==> src/rtl/alarm_clock_ctrl.sv <==
// ----------------------------------------------------------------------------
// alarm_clock_ctrl
//
// User-interface sequencer for the alarm_clock timekeeping core. Turns three
// debounced button pulses into time/alarm edit sessions, issues the core's
// single-cycle load/stop strobes, and owns the ring / dismiss / snooze policy.
// A private copy of the user alarm is kept because the core's alarm registers
// cannot be read back.
//
// Ports
//   clk, reset                 10 Hz system clock, async active-high reset
//   btn_mode/btn_next/btn_inc  one-cycle debounced button pulses
//   alarm                      match indication from the core
//   sec/min/hour               current time from the core
//   sec_in/min_in/hour_in      shadow / edit value (also used for display)
//   LD_time/LD_alarm           one-cycle load strobes towards the core
//   stop_alarm                 one-cycle stop strobe towards the core
//   mode                       0 run, 1 edit time, 2 edit alarm, 3 ringing
//   field                      edit field: 0 hour, 1 min, 2 sec
//   armed                      user alarm enabled
//   buzzer                     ring indicator
// ----------------------------------------------------------------------------
module alarm_clock_ctrl #(
    parameter int SNOOZE_MIN = 5
) (
    input  logic       clk,
    input  logic       reset,
    input  logic       btn_mode,
    input  logic       btn_next,
    input  logic       btn_inc,
    input  logic       alarm,
    input  logic [5:0] sec,
    input  logic [5:0] min,
    input  logic [5:0] hour,
    output logic [5:0] sec_in,
    output logic [5:0] min_in,
    output logic [5:0] hour_in,
    output logic       LD_time,
    output logic       LD_alarm,
    output logic       stop_alarm,
    output logic [1:0] mode,
    output logic [1:0] field,
    output logic       armed,
    output logic       buzzer
);

    typedef struct packed {
        logic [5:0] h;
        logic [5:0] m;
        logic [5:0] s;
    } hms_t;

    // CLEAR is split in two so the dismiss/snooze decision needs no extra flag.
    typedef enum logic [3:0] {
        S_INIT, S_RUN, S_EDIT_T, S_LOAD_T, S_EDIT_A, S_LOAD_A, S_ARM,
        S_DISARM, S_RING, S_CLEAR_D, S_CLEAR_S, S_SNZ, S_REARM_WAIT, S_REARM
    } state_t;

    // Hour 63 never matches a real time, so loading it disarms the core.
    localparam hms_t SENTINEL = '{h: 6'd63, m: 6'd0, s: 6'd0};

    state_t     state_q, state_d;
    hms_t       shadow_q, shadow_d;
    hms_t       ualarm_q, ualarm_d;
    logic [1:0] field_q, field_d;
    logic [1:0] mode_q;
    logic       armed_q, armed_d;
    logic       buzzer_q, buzzer_d;
    logic       ld_time_q, ld_time_d;
    logic       ld_alarm_q, ld_alarm_d;
    logic       stop_q, stop_d;

    hms_t       cur_time;
    hms_t       snz_time;
    logic [6:0] snz_min_sum;
    logic [6:0] snz_hour_sum;
    logic       snz_carry;

    assign cur_time = '{h: hour, m: min, s: sec};

    // Snooze target: now + SNOOZE_MIN minutes, carried into the hour.
    assign snz_min_sum  = {1'b0, min} + 7'(SNOOZE_MIN);
    assign snz_carry    = (snz_min_sum >= 7'd60);
    assign snz_hour_sum = {1'b0, hour} + {6'd0, snz_carry};
    assign snz_time.s   = sec;
    assign snz_time.m   = snz_carry ? 6'(snz_min_sum - 7'd60) : snz_min_sum[5:0];
    assign snz_time.h   = (snz_hour_sum >= 7'd24) ? 6'(snz_hour_sum - 7'd24)
                                                  : snz_hour_sum[5:0];

    function automatic logic [5:0] wrap_inc(input logic [5:0] v, input logic [6:0] modulus);
        logic [6:0] t;
        t = {1'b0, v} + 7'd1;
        return (t >= modulus) ? 6'd0 : t[5:0];
    endfunction

    function automatic logic [1:0] mode_of(input state_t s);
        case (s)
            S_EDIT_T, S_LOAD_T:                     return 2'd1;
            S_EDIT_A, S_LOAD_A:                     return 2'd2;
            S_DISARM, S_RING, S_CLEAR_D, S_CLEAR_S: return 2'd3;
            default:                                return 2'd0;
        endcase
    endfunction

    // Outputs are registered: each transition computes the values that the
    // destination state presents, so a strobe is high while its state is.
    always_comb begin
        // NOTE: every variable gets a default first so no path can infer a latch.
        state_d    = state_q;
        shadow_d   = shadow_q;
        ualarm_d   = ualarm_q;
        field_d    = field_q;
        armed_d    = armed_q;
        buzzer_d   = buzzer_q;
        ld_time_d  = 1'b0;
        ld_alarm_d = 1'b0;
        stop_d     = 1'b0;

        case (state_q)
            S_INIT: begin
                // Core alarm registers are unreset; park them on the sentinel.
                state_d    = S_RUN;
                ld_alarm_d = 1'b1;
                shadow_d   = SENTINEL;
            end
            S_RUN: begin
                if (alarm) begin
                    state_d    = S_DISARM;
                    ld_alarm_d = 1'b1;
                    shadow_d   = SENTINEL;
                    buzzer_d   = 1'b1;
                end else if (btn_mode) begin
                    state_d  = S_EDIT_T;
                    shadow_d = cur_time;
                    field_d  = 2'd0;
                end else if (btn_next) begin
                    state_d    = S_ARM;
                    armed_d    = !armed_q;
                    ld_alarm_d = 1'b1;
                    shadow_d   = armed_q ? SENTINEL : ualarm_q;
                end
            end
            S_EDIT_T, S_EDIT_A: begin
                if (btn_mode) begin
                    if (state_q == S_EDIT_T) begin
                        state_d   = S_LOAD_T;
                        ld_time_d = 1'b1;
                    end else begin
                        state_d    = S_LOAD_A;
                        ualarm_d   = shadow_q;
                        ld_alarm_d = 1'b1;
                        if (!armed_q) shadow_d = SENTINEL;
                    end
                end else if (btn_next) begin
                    field_d = (field_q == 2'd2) ? 2'd0 : field_q + 2'd1;
                end else if (btn_inc) begin
                    case (field_q)
                        2'd0:    shadow_d.h = wrap_inc(shadow_q.h, 7'd24);
                        2'd1:    shadow_d.m = wrap_inc(shadow_q.m, 7'd60);
                        default: shadow_d.s = wrap_inc(shadow_q.s, 7'd60);
                    endcase
                end
            end
            S_LOAD_T: begin
                state_d  = S_EDIT_A;
                shadow_d = ualarm_q;
                field_d  = 2'd0;
            end
            S_LOAD_A, S_ARM, S_SNZ, S_REARM: state_d = S_RUN;
            S_DISARM: state_d = S_RING;
            S_RING: begin
                // btn_next outranks btn_inc but has no effect while ringing.
                if (btn_mode) begin
                    state_d = S_CLEAR_D;
                    stop_d  = 1'b1;
                end else if (!btn_next && btn_inc) begin
                    state_d = S_CLEAR_S;
                    stop_d  = 1'b1;
                end
            end
            S_CLEAR_D: begin
                state_d  = S_REARM_WAIT;
                buzzer_d = 1'b0;
            end
            S_CLEAR_S: begin
                state_d    = S_SNZ;
                buzzer_d   = 1'b0;
                ld_alarm_d = 1'b1;
                shadow_d   = snz_time;
            end
            S_REARM_WAIT: begin
                // Re-arming inside the matching second would ring again at once.
                if (cur_time != ualarm_q) begin
                    state_d    = S_REARM;
                    ld_alarm_d = 1'b1;
                    shadow_d   = ualarm_q;
                end
            end
            default: state_d = S_INIT;
        endcase
    end

    always_ff @(posedge clk or posedge reset) begin
        if (reset) begin
            state_q    <= S_INIT;
            shadow_q   <= '0;
            ualarm_q   <= '0;
            field_q    <= 2'd0;
            mode_q     <= 2'd0;
            armed_q    <= 1'b0;
            buzzer_q   <= 1'b0;
            ld_time_q  <= 1'b0;
            ld_alarm_q <= 1'b0;
            stop_q     <= 1'b0;
        end else begin
            // NOTE: non-blocking assignments so every register samples pre-edge values.
            state_q    <= state_d;
            shadow_q   <= shadow_d;
            ualarm_q   <= ualarm_d;
            field_q    <= field_d;
            mode_q     <= mode_of(state_d);
            armed_q    <= armed_d;
            buzzer_q   <= buzzer_d;
            ld_time_q  <= ld_time_d;
            ld_alarm_q <= ld_alarm_d;
            stop_q     <= stop_d;
        end
    end

    assign hour_in    = shadow_q.h;
    assign min_in     = shadow_q.m;
    assign sec_in     = shadow_q.s;
    assign field      = field_q;
    assign mode       = mode_q;
    assign armed      = armed_q;
    assign buzzer     = buzzer_q;
    assign LD_time    = ld_time_q;
    assign LD_alarm   = ld_alarm_q;
    assign stop_alarm = stop_q;

endmodule

==> config.mk <==
export PLATFORM = sky130hd
export DESIGN_NAME = alarm_clock_ctrl
export DESIGN_NICKNAME = d
export VERILOG_FILES = /design/src/rtl/alarm_clock_ctrl.sv
export SDC_FILE = /design/constraint.sdc
export NUM_CORES = 1
export LEC_CHECK = 0
export BUFFER_PORTS_ARGS = -buffer_cell sky130_fd_sc_hd__buf_4
export CORE_MARGIN = 4
export CORE_UTILIZATION = 62
export CTS_BUF_LIST = sky130_fd_sc_hd__clkbuf_8
export CTS_CLUSTER_DIAMETER = 30
export DETAILED_ROUTE_END_ITERATION = 6
export PLACE_DENSITY_LB_ADDON = 0.25
export SYNTH_ARGS = -nofsm -noshare
export SYNTH_HDL_FRONTEND = slang
export SYNTH_SLANG_ARGS = --single-unit
==> constraint.sdc <==
create_clock -name clk -period 4.04 [get_ports clk]
set_input_delay 0.606 -clock clk [delete_from_list [all_inputs] [get_ports clk]]
set_output_delay 0.606 -clock clk [all_outputs]
set_load 0.02 [all_outputs]
Yosys cells after proc, flatten, opt, wreduce, memory -nomap -nowiden
Memory sizes are Yosys's and may differ from the RTL's. A register that Yosys moved wholly into a read port is not among the register bits.
Index checks and enable logic that the tools add are counted.

storage, ports and cells
  memories = 1
  output and inout port bits = 27
  memory bits (read-only) = 32
  register bits = 47
  input bits = 24
  logic and storage cells = 129

operators by class
  multiplexer cells = 49
  magnitude comparators = 5
  bitwise gates (word level) = 3
  reductions and logical operators = 20
  $add $sub $neg = 8
  equality and inequality tests = 30

memory list
  name             depth  bits a word  read ports  clocked after memory_dff  write ports  RTL line  RTL
  (no name shown)  16     2            1           1                         0            97        case (s)

operators with widths
  kind                                                 count
  two-way mux 18 bit                                   10
  one-hot mux 18 bit (6 select lines)                  1
  two-way mux 6 bit                                    8
  one-hot mux 4 bit (9 select lines)                   1
  two-way mux 4 bit                                    7
  == test 4 bit, second input constant                 6
  AND reduction 8 bit                                  3
  adder 6 x 1 -> 7 bit, second input constant          3
  >= comparator 7 x 6 -> 1 bit, second input constant  3
  inequality test 18 bit                               1
  inequality test 3 bit, second input constant         6
  == test 4 x 3 -> 1 bit, second input constant        4
  >= comparator 7 x 5 -> 1 bit, second input constant  2
  two-way mux 1 bit                                    13
  inequality test 2 bit, second input constant         6
  two-way mux 2 bit                                    5
  == test 4 x 2 -> 1 bit, second input constant        2
  OR reduction 2 bit                                   4
  adder 6 x 1 -> 7 bit                                 1
  adder 6 x 3 -> 7 bit, second input constant          1
  one-hot mux 2 bit (3 select lines)                   1
  nonzero test 6 bit                                   1
  subtractor 6 x 5 -> 6 bit, second input constant     1
  subtractor 6 bit, second input constant              1
  other kinds (21)                                     24

Longest topological paths before layout
  depth in word-level cells = 8
  mapped depth = 18
  gate-level depth less buffers = 17

Worst setup path before layout
OpenSTA, ideal clock, no wires.

  path type = input-to-reg
  from = input port min[2]
  to = register shadow_q (netlist bit hour_in[4])
  stages on the path = 17
  arrival time = 3.934 ns
  path slack = 0.027 ns
  required time = 3.961 ns
  setup time = 0.079 ns
  path buffers = 1
  path through = clkbuf_1 -> a21o_1 -> xor2_1 -> ha_1 -> nand3b_1 -> mux2i_1 -> a311o_1 -> a21bo_2 -> ha_1 -> nand3_1 -> xnor2_1 -> ha_1 -> or4_1 -> a22oi_1 -> o221ai_1 -> and3_1 -> o2bb2ai_1

on the way
  cells in the longest elaborated chain, start to end = 6
  elaborated cells on any way between the ends = 10
  classes of those cells = add/sub (3); order compare (2); eq/ne (2); mux (2); reduce/logical (1)

RTL lines
  item                                                                       RTL line  RTL
  from (decl)                                                                33        input logic [5:0] min,
  adder 6 x 3 -> 7 bit                                                       82        assign snz_min_sum = {1'b0, min} + 7'(SNOOZE_MIN);
  >= comparator 7 x 6 -> 1 bit                                               83        assign snz_carry = (snz_min_sum >= 7'd60);
  adder 6 x 1 -> 7 bit                                                       84        assign snz_hour_sum = {1'b0, hour} + {6'd0, snz_carry};
  subtractor 6 x 5 -> 6 bit or >= comparator 7 x 5 -> 1 bit (tied branches)  87        assign snz_time.h = (snz_hour_sum >= 7'd24) ? 6'(snz_hour_sum - 7'd24)
  two-way mux 6 bit                                                          87
  one-hot mux 18 bit (6 select lines)                                        119       case (state_q)
  to (signal assigned)                                                       218       shadow_q <= shadow_d;
  to (decl)                                                                  63        hms_t shadow_q, shadow_d;

Parallel ways exist; a longest one is shown, timed or not.
A chain may end at the register's enable or synchronous reset.

Worst setup path after layout
  from = input port min[0]
  to = register shadow_q (netlist bit hour_in[4])

Same word-level chain as after synthesis.

==> out/metrics.cfg <==
[status]
status = finished, final reports clean

[layout]
syn2layout_area_growth_pct = 13.4
multi_input_area_mm2 = 0.00262
fillCellCount = 518
regArea_mm2 = 0.00123
final_nets = 531
layout-drive-gt1-share_pct = 21.4
diodes = 0

[timing]
timing.final.crit_share_pct = 92.6
drv_slew = 0
tightest_slew_ns = 1.03
fmax_mhz = 267
fin_ws_ns = 0.298
rsz0062_at_grt = no
clock_skew_ns = 0.0117
hold_ws_ns = 0.536
slew_headroom_pct = 31.2
finalSetupViolations = 0
tns_ns = 0
finalCriticalPeriod_ns = 3.74
hold_viol_final = 0

[synthesis]
ys_types = 75
dominantRegCellSynth = dfrtp_1
syn-num-nets = 488
synth_top_family_by_area = compound AO/OA/AOI/OAI gates
synth.avg_cell_area_um2 = 8.79
synth_cells = 455
synth_fa_ha_area_share_pct = 2.81
synth_edf_count = 0
synthSimpleGateAreaFrac_pct = 24.5
ys_warn_count = 0
async_reset_ff_share_pct = 100
synth_compound_area_share_pct = 25.0
seq_area_frac_synth_pct = 30.6
syn_area_mm2 = 0.00400
synthXorXnorAreaFrac_pct = 7.00
ys_ff_latch = 49
synth.area.mux_share_pct = 6.13

[clocking]
cts_setup_buffers = 0
cts_tree = built
postCtsResizedCells = 0
cts_num_sinks = 49
cts.htree.levels = 2
clock-root-buffer = clkbuf_8
numCtsBuffers = 5
clk_pin_slew_worst_paths_ns = 0.10
cts_hold_buf = 0
cts_buffer_depth = 2
clock_latency_ns = 0.32

[power]
total_power_mw = 3.15
power_density_mw_per_mm2 = 694
intPower_mw = 1.59
leakagePower_nw = 1.94
peakVddDrop_v = 0.000457
power_frac_clock_pct = 9.9
power.share.sequential_pct = 32.3
p_comb_share_pct = 57.8
sw_frac_of_total_pct = 49.5
p_sw_mw = 1.56

[setup_path]
r2r-start = state_q[1]$_DFF_PP0_
max_stage_delay_ns = 0.53
worst-setup-path-type = input pin to flip-flop
critPathCaptureType = flip-flop
cp_data_required_time_ns = 4.29
worst-path-buf-inv = 1
cp_max_fo = 7
slowest_stage = or4_1
crit_family = simple AND/OR/NAND/NOR gates
crit_top_cell = ha_1
worstPathArrival_ns = 3.99
cp-start-kind = input pin
crit_start = min[0]
crit_chain = buf_4 > ha_1 > xnor2_1 > ha_1 > nand3b_1 > mux2i_1 > a311o_1 > a21bo_2 > ha_1 > nand4_1 > xnor2_1 > ha_1 > or4_1 > a22oi_1 > o221ai_1 > and3_1 > o2bb2ai_1

[floorplanning]
start_util_pct = 63.4
die_h_um = 88.3
coreArea_mm2 = 0.00631
std_cell_rows = 29
pin_count = 51
dieArea_mm2 = 0.00780
die_w_um = 88.3

[min_path]
hold_path_class = input pin to asynchronous set/reset pin

[place]
dp_slack_ns = -0.00264
gp_congestion = 0.913
hpwlAfterDp_um = 8180
port_buffers = 50

[grt]
grt_pass1_wl_um = 18100
grt_use_met3_pct = 4.00
use_met2_pct = 47.0
grt_pass1_vias = 3575
groute.usage.overall_pct = 29.6
grt_antenna_before_repair = 0
gr-usage-met1_pct = 41.7
grt-busiest-layer = met2
grt_overflow = 0
grt_max_degree = 50

[route]
drt-pass1-iter-count = 5
drt-total-wl_um = 11300
via_per_inst = 6.91
postRouteAntennaNets = 0
drtIter0Drc = 548
wl_per_cell_um = 19.6
drc = 0
vias = 3981

[flow_run]
maxCapViolCount = 0

## synth_stat cells (all sizes together), types with 4 or more instances
cell / count / area share (%)
a211oi: 11 / 2.2
a21boi: 4 / 0.75
a21oi: 23 / 2.9
a221o: 4 / 1.0
a221oi: 4 / 0.88
a222oi: 5 / 1.3
a31oi: 5 / 0.78
and3: 7 / 1.1
buf: 10 / 1.2
clkbuf: 14 / 1.3
dfrtp: 49 / 31
ha: 9 / 2.8
inv: 15 / 1.4
mux2: 20 / 5.6
nand2: 30 / 2.8
nand2b: 4 / 0.63
nand3: 23 / 3.6
nand4: 8 / 1.3
nor2: 28 / 3.0
nor2b: 9 / 1.4
nor3: 16 / 2.4
nor4: 4 / 0.63
o2111ai: 4 / 0.88
o211ai: 4 / 0.75
o21ai: 22 / 2.8
o22ai: 7 / 1.1
o2bb2ai: 7 / 1.5
o31ai: 7 / 1.3
or2: 5 / 0.78
or3: 4 / 0.63
xnor2: 22 / 4.8
xor2: 10 / 2.2
## layout make-up
class / count / share of cell area (%)
Inverter: 15 / 1.24
Clock buffer: 5 / 1.52
Tap cell: 77 / 2.12
Multi-Input combinational cell: 367 / 57.7
Timing Repair Buffer: 60 / 9.92
Sequential cell: 49 / 27.0
Clock inverter: 3 / 0.469
## kinds of logic (layout without fill, tap and decap cells)
| group | Yosys count | count (layout) |
|---|---|---|
| AOI/OAI and AO/OA | 138 | 138 |
| xor gates and xnor gates | 32 | 32 |
| adders and majority gates | 9 | 9 |
| buffers and inverters | 39 | 83 |
| DFF | 49 | 49 |
| muxes | 22 | 22 |
| and+or+nand+nor | 166 | 166 |
## flip-flops by register name (all words and copies together) (netlist names), 2 cells and up
| signal | count |
|---|---|
| hour_in | 6 |
| ualarm_q | 18 |
| field | 2 |
| mode | 2 |
| sec_in | 6 |
| min_in | 6 |
| state_q | 4 |
## routing by layer
| metal | up-vias | wire length (µm) |
|---|---|---|
| met5 | - | 0 |
| met4 | 0 | 258 |
| met3 | 31 | 863 |
| met2 | 216 | 5450 |
| met1 | 1892 | 4730 |
| li1 | 1842 | - |
## through the flow
| stage | instance area, µm² | utilization (%) | std cells |
|---|---|---|---|
| 6_report | 4540 | 71.9 | 576 |
| 5_1_grt | 4540 | 71.9 | 576 |
| 4_1_cts | 4540 | 71.9 | 576 |
| 3_5_place_dp | 4450 | 70.5 | 568 |
| 3_3_place_gp | 4450 | 70.5 | 568 |
| 2_1_floorplan | 4000 | - | 455 |
## worst register-to-register path: cells and delay by family (launching register included)
kind | cells | cell delay [ns]
AOI/OAI and AO/OA | 1 | 0.25
and+or+nand+nor | 5 | 1.69
DFF | 1 | 0.92
## cell usage in the layout, fill, tap and decap left out, types with 8 or more instances in the layout
master     n
xnor2_1   22
xor2_1    10
dfrtp_1   49
nand3_1   20
nand2_1   30
nor2b_1    9
a211oi_1  10
mux2_2    18
a21oi_1   23
ha_1       9
nand4_1    8
buf_4     60
o21ai_0   22
nor2_1    27
nor3_1    14
inv_1     14
## path summary, 6_finish.rpt
| kind | depth (start not counted) | slack [ns] | endpoint |
|---|---|---|---|
| min | 2 | 0.54 | field[1]$_DFFE_PP0P_ |
| min reg2reg | 2 | 0.56 | ualarm_q[0]$_DFFE_PP0P_ |
| max in group asynchronous | 2 | 2.88 | field[0]$_DFFE_PP0P_ |
| max | 17 | 0.30 | hour_in[4]$_DFFE_PP0P_ |
| max reg2reg | 6 | 1.11 | sec_in[5]$_DFFE_PP0P_ |
| min in group clk | 2 | 0.56 | ualarm_q[0]$_DFFE_PP0P_ |
## power groups by stage
| stage | combinational (mW) | sequential, mW | clock, mW |
|---|---|---|---|
| 4_1_cts | 1.80 | 1.00 | 0.314 |
| 3_5_place_dp | 1.79 | 1.01 | 0 |
| 2_1_floorplan | 1.27 | 0.978 | 0 |
| 5_1_grt | 1.98 | 1.05 | 0.331 |
| 3_3_place_gp | 1.74 | 1.00 | 0 |
| 6_report | 1.82 | 1.02 | 0.312 |
(Power assumes the default switching activity.)
